==> src/rtl/instruction_fetch_queue.sv <==
// Instruction fetch queue: issues sequential word reads to program memory, buffers the
// returned instructions with their addresses in a DEPTH-entry FIFO and hands them to the
// consumer over a valid/ready handshake. A redirect flushes everything and restarts fetch.
// Optional build macro: FETCH_BYPASS_EN lets a response that meets an empty FIFO drive the
// outputs combinationally in its arrival cycle.
module instruction_fetch_queue #(
    parameter int unsigned DEPTH      = 4,
    parameter int unsigned ADR_WIDTH  = 32,
    parameter int unsigned INST_WIDTH = 32,
    parameter logic [ADR_WIDTH-1:0] RESET_ADR = '0
) (
    input  logic                       clock,
    input  logic                       reset,
    output logic                       mem_req,
    output logic [ADR_WIDTH-1:0]       mem_adr,
    input  logic                       mem_rvalid,
    input  logic [INST_WIDTH-1:0]      mem_rdata,
    output logic                       inst_valid,
    output logic [INST_WIDTH-1:0]      instruction,
    output logic [ADR_WIDTH-1:0]       inst_adr,
    input  logic                       inst_ready,
    input  logic                       redirect_valid,
    input  logic [ADR_WIDTH-1:0]       redirect_adr,
    output logic [$clog2(DEPTH):0]     queue_count
);

    localparam int unsigned PTR_W = $clog2(DEPTH);
    localparam int unsigned CNT_W = PTR_W + 1;
    localparam logic [CNT_W:0] DEPTH_W = DEPTH[CNT_W:0];

    typedef enum logic [1:0] {StFetch, StHold, StFlush} state_e;

    state_e                 state_q, state_d;
    logic [ADR_WIDTH-1:0]   fetch_adr_q, fetch_adr_d;
    logic [ADR_WIDTH-1:0]   req_adr_q;
    logic                   inflight_q;
    logic                   drop_q, drop_d;
    logic [PTR_W-1:0]       rd_ptr_q, rd_ptr_d;
    logic [PTR_W-1:0]       wr_ptr_q, wr_ptr_d;
    logic [CNT_W-1:0]       count_q, count_d;
    logic [INST_WIDTH-1:0]  inst_mem_q [DEPTH];
    logic [ADR_WIDTH-1:0]   adr_mem_q  [DEPTH];
    logic [INST_WIDTH-1:0]  last_inst_q;
    logic [ADR_WIDTH-1:0]   last_adr_q;

    logic [CNT_W:0]         used_slots;
    logic                   credit;
    logic                   resp_ok;
    logic                   fifo_valid;
    logic                   bypass;
    logic                   push;
    logic                   pop;

    // Request, response and handshake decode for the current cycle.
    always_comb begin
        // Credit uses registered occupancy only; a pop this cycle frees a slot next cycle.
        used_slots = {1'b0, count_q} + {{CNT_W{1'b0}}, inflight_q};
        credit     = used_slots < DEPTH_W;
        // Reset gates the request combinationally so it drops without waiting for a clock.
        mem_req    = !reset && (state_q != StFlush) && credit;
        mem_adr    = fetch_adr_q;
        resp_ok    = mem_rvalid && inflight_q && !drop_q;
        fifo_valid = count_q != '0;
`ifdef FETCH_BYPASS_EN
        bypass     = !fifo_valid && resp_ok && !redirect_valid;
`else
        bypass     = 1'b0;
`endif
        inst_valid = fifo_valid || bypass;
        if (fifo_valid) begin
            instruction = inst_mem_q[rd_ptr_q];
            inst_adr    = adr_mem_q[rd_ptr_q];
        end else if (bypass) begin
            instruction = mem_rdata;
            inst_adr    = req_adr_q;
        end else begin
            instruction = last_inst_q;
            inst_adr    = last_adr_q;
        end
        // A redirect discards both the head and the arriving response.
        pop         = fifo_valid && inst_ready && !redirect_valid;
        push        = resp_ok && !redirect_valid && !(bypass && inst_ready);
        queue_count = count_q;
    end

    // Next-state for the fetch FSM, fetch address, drop flag and FIFO bookkeeping.
    always_comb begin
        state_d     = state_q;
        fetch_adr_d = fetch_adr_q;
        drop_d      = drop_q;
        rd_ptr_d    = rd_ptr_q;
        wr_ptr_d    = wr_ptr_q;
        count_d     = count_q;

        unique case (state_q)
            StFetch: state_d = credit ? StFetch : StHold;
            StHold:  state_d = credit ? StFetch : StHold;
            StFlush: state_d = StFetch;
            default: state_d = StFetch;
        endcase

        if (mem_req) begin
            fetch_adr_d = fetch_adr_q + 1'b1;
        end

        // The only response still owed after a redirect is for a request issued this cycle.
        if (mem_rvalid && inflight_q && drop_q) begin
            drop_d = 1'b0;
        end

        if (push) begin
            wr_ptr_d = wr_ptr_q + 1'b1;
        end
        if (pop) begin
            rd_ptr_d = rd_ptr_q + 1'b1;
        end
        unique case ({push, pop})
            2'b10:   count_d = count_q + 1'b1;
            2'b01:   count_d = count_q - 1'b1;
            default: count_d = count_q;
        endcase

        if (redirect_valid) begin
            state_d     = StFlush;
            fetch_adr_d = redirect_adr;
            drop_d      = mem_req;
            rd_ptr_d    = '0;
            wr_ptr_d    = '0;
            count_d     = '0;
        end
    end

    // Control state registers.
    always_ff @(posedge clock or posedge reset) begin
        if (reset) begin
            state_q     <= StFetch;
            fetch_adr_q <= RESET_ADR;
            req_adr_q   <= '0;
            inflight_q  <= 1'b0;
            drop_q      <= 1'b0;
            rd_ptr_q    <= '0;
            wr_ptr_q    <= '0;
            count_q     <= '0;
        end else begin
            state_q     <= state_d;
            fetch_adr_q <= fetch_adr_d;
            inflight_q  <= mem_req;
            drop_q      <= drop_d;
            rd_ptr_q    <= rd_ptr_d;
            wr_ptr_q    <= wr_ptr_d;
            count_q     <= count_d;
            if (mem_req) begin
                req_adr_q <= fetch_adr_q;
            end
        end
    end

    // FIFO storage, written at the tail on push.
    always_ff @(posedge clock or posedge reset) begin
        if (reset) begin
            for (int i = 0; i < int'(DEPTH); i++) begin
                inst_mem_q[i] <= '0;
                adr_mem_q[i]  <= '0;
            end
        end else if (push) begin
            inst_mem_q[wr_ptr_q] <= mem_rdata;
            adr_mem_q[wr_ptr_q]  <= req_adr_q;
        end
    end

    // Remember the last presented instruction so the outputs hold while the queue is empty.
    always_ff @(posedge clock or posedge reset) begin
        if (reset) begin
            last_inst_q <= '0;
            last_adr_q  <= '0;
        end else if (inst_valid) begin
            last_inst_q <= instruction;
            last_adr_q  <= inst_adr;
        end
    end

endmodule
==> config.mk <==
export PLATFORM = sky130hd
export DESIGN_NAME = instruction_fetch_queue
export DESIGN_NICKNAME = d
export VERILOG_FILES = /design/src/rtl/instruction_fetch_queue.sv
export SDC_FILE = /design/constraint.sdc
export NUM_CORES = 1
export LEC_CHECK = 0
export CAP_MARGIN = 20
export CELL_PAD_IN_SITES_DETAIL_PLACEMENT = 1
export CELL_PAD_IN_SITES_GLOBAL_PLACEMENT = 1
export CORE_AREA = 2 2 188 190
export CTS_CLUSTER_SIZE = 25
export DETAILED_ROUTE_END_ITERATION = 6
export DIE_AREA = 0 0 190 192
export HOLD_SLACK_MARGIN = 0.08
export PLACE_DENSITY = 0.88
export SYNTH_ARGS = -nofsm -noshare
export SYNTH_HDL_FRONTEND = slang
export SYNTH_SLANG_ARGS = --single-unit
==> constraint.sdc <==
create_clock -name clock -period 42.5 [get_ports clock]
set_input_delay 12.75 -clock clock [delete_from_list [all_inputs] [get_ports clock]]
set_output_delay 12.75 -clock clock [all_outputs]
set_load 0.05 [all_outputs]
==> out/results.ini <==
[run_status]
status = finished, final reports clean

[timing]
setup_viol = 0
worst_slew_pin_slew_ps = 1117
hold_violations = 0
rsz0062_at_grt = no
fin_setup_tns_ps = 0
fin_skew_ps = 18.97
maxSlewViolCount = 0
max_slew_margin = 0.2553
clock.fmax_ghz = 0.03591
post-route-min-period_ps = 27840
finalCritPeriodShare = 0.6552

[cts]
cts_tree = built
cts_max_path_buffers = 3
cts_setup_buffers = 0
htreeDepth = 2
cts_root_buf = clkbuf_16
cts_resized = 0
cts_hold_buffers = 0
insertion_delay_ps = 530
cts_sinks = 395
numCtsBuffers = 43
path_clk_slew_ps = 60

[global_route]
grt_pass1_vias = 11949
grt_usage = 0.2326
grt_pass1_wl_um = 66280
antenna_found_initial = 1
grt_max_degree = 191
grt_overflow = 0

[synth]
synth_nets = 1234
yosys.area_share.simple = 0.04158
ys_warn_count = 0
syn_area_um2 = 17660
synth_top_cell_by_area = dfrtp_1
synth_top_area_frac = 0.5596
ys_seq_area_frac = 0.5596
avgSynthCellArea_um2 = 15.24
synth_mux_area_frac = 0.3505
synth.area.top_cells = dfrtp_1, mux2_2, mux4_2
synth_xor_area_frac = 0.01240
synth_compound_area_frac = 0.01410
synth-seq-cells = 395
syn_inst = 1159
yosys.area_share.adder = 0.004675
synth_cell_types = 51
async_flop_share = 1.000
synth_edf_count = 0
ys.flop_type = dfrtp_1
synth_top_family_by_area = multiplexers

[detailed_routing]
firstDrtPassIters = 7
viasPerCell = 5.846
ant_nets = 0
wire_per_inst_um = 22.99
drt_iter0_markers = 453
vias = 10547
drc = 0
routed_wl_um = 41480

[critical_path]
critical_path_class = in2out
ff2ff_setup_slack_ps = 39480
required_ps = 29750
reg2reg_to = queue_count[2]
path_buf_inv = 3
rr_startpoint = queue_count[0]
cp_max_fo = 45
crit_slowest_cell = clkdlybuf4s50_1
ff2ff_path_depth = 7
path_cells = clkdlybuf4s50_1, nor3_4, buf_4, clkdlybuf4s50_1
worstPathArrival_ps = 15090
crit_top_cell = clkdlybuf4s50_1
critical-path-top-delay-family = buffers and inverters
worstSetupStartpointType = input pin
slowest_delay_ps = 930
critPathCaptureType = output port

[final_layout]
drive_gt1_frac = 0.4292
nets = 1392
antenna_cells = 0
finalNonFillerCells = 1804
final_common_cell = mux2_2
syn_to_final_growth_pct = 20.80
layout_common_cells = mux2_2, dfrtp_1, clkdlybuf4s50_1

[worst_hold_path]
holdPathStages = 1
worstHoldStart = state_q[1]
hold_end = state_q[0]
hold_class = reg2reg

[floorplanning]
core-area_um2 = 34290
die_w_um = 190
die-area_um2 = 36480
die_h_um = 192
start_util = 0.5151
rows = 68
io_pins = 170

[power]
ir_drop_uv = 52.97
power.density_nw_per_um2 = 65.21
leakage_nw = 9.557

[placed_design]
place_hpwl_um = 25060
gp_congestion = 0.7855
port_buffers = 169
place_inst = 1724

[job]
cap_violations = 0

[synthesized netlist by cell type (6+ instances only)]
library cell	instances
dfrtp_1	395
nand3_1	17
o21ai_0	23
nor2_1	15
clkbuf_1	56
inv_1	6
nand4_1	14
xnor2_1	8
nand2_1	45
mux2_2	418
and2_1	6
xor2_1	17
mux4_2	65
buf_2	6
[area by class of cell]
class / instances / area [µm²]
multi-input combinational: 690 / 7516
inverter: 6 / 30.03
clock buffer: 66 / 1292
fill: 3097 / 12950
clock inverter: 11 / 168.9
tap: 455 / 569.3
timing repair buffer: 181 / 1869
sequential: 395 / 9892
[how the worst max path moves through the flow]
stage | startpoint | cells past startpoint | endpoint | slack [ps]
after detailed placement | reset | 4 | mem_req | 14640
after global routing | reset | 4 | mem_req | 14550
after global placement | reset | 4 | mem_req | 14660
after floorplan | reset | 2 | mem_req | 15920
final | reset | 4 | mem_req | 14660
after CTS | reset | 4 | mem_req | 14640
[sequential cells by signal (all words and copies together), names as in the netlist]
name	cells
last_adr_q	32
req_adr_q	32
adr_mem_q	128
wr_ptr_q	2
inst_mem_q	128
queue_count	3
mem_adr	32
rd_ptr_q	2
state_q	2
inflight_q	1
drop_q	1
last_inst_q	32
[power by group]
group | internal [mW] | leakage (nW) | total, mW | switching, mW
logic | 0.224 | 3.69 | 0.500 | 0.275
clock network | 0.234 | 0.722 | 0.381 | 0.148
registers | 0.454 | 5.15 | 0.510 | 0.0560
[cells by family (layout without fill, tap and decap cells)]
| group | count (synthesis) | in the layout |
|---|---|---|
| multiplexers | 485 | 485 |
| flip-flops | 395 | 395 |
| AND/OR/NAND/NOR | 134 | 134 |
| buffers and inverters | 74 | 264 |
| AO/OA/AOI/OAI | 40 | 40 |
| XOR/XNOR | 25 | 25 |
| adder cells (fa/ha/maj) | 6 | 6 |
[metrics by stage]
step	setup WS (ps)	instance area, µm²	utilization	hold WS (ps)	total power, mW
floorplan	15920	17660	-	402.1	0.8631
global route	14550	21340	0.6223	449.9	1.453
global placement	14660	19770	0.5765	408.4	0.9939
CTS	14640	21260	0.6199	433.5	1.406
finish	14660	21340	0.6223	437.9	1.391
detailed placement	14640	19790	0.5773	426.4	1.015
[routing by layer]
layer	wire [µm]	share of wire	up-vias	global-route usage
li1	-	-	4605	-
met1	18180	0.44	5640	0.3129
met2	20820	0.50	237	0.4006
met3	1765	0.043	63	0.03855
met4	701	0.017	2	0.04860
met5	13	0.00031	-	0
(Power assumes the default switching activity.)
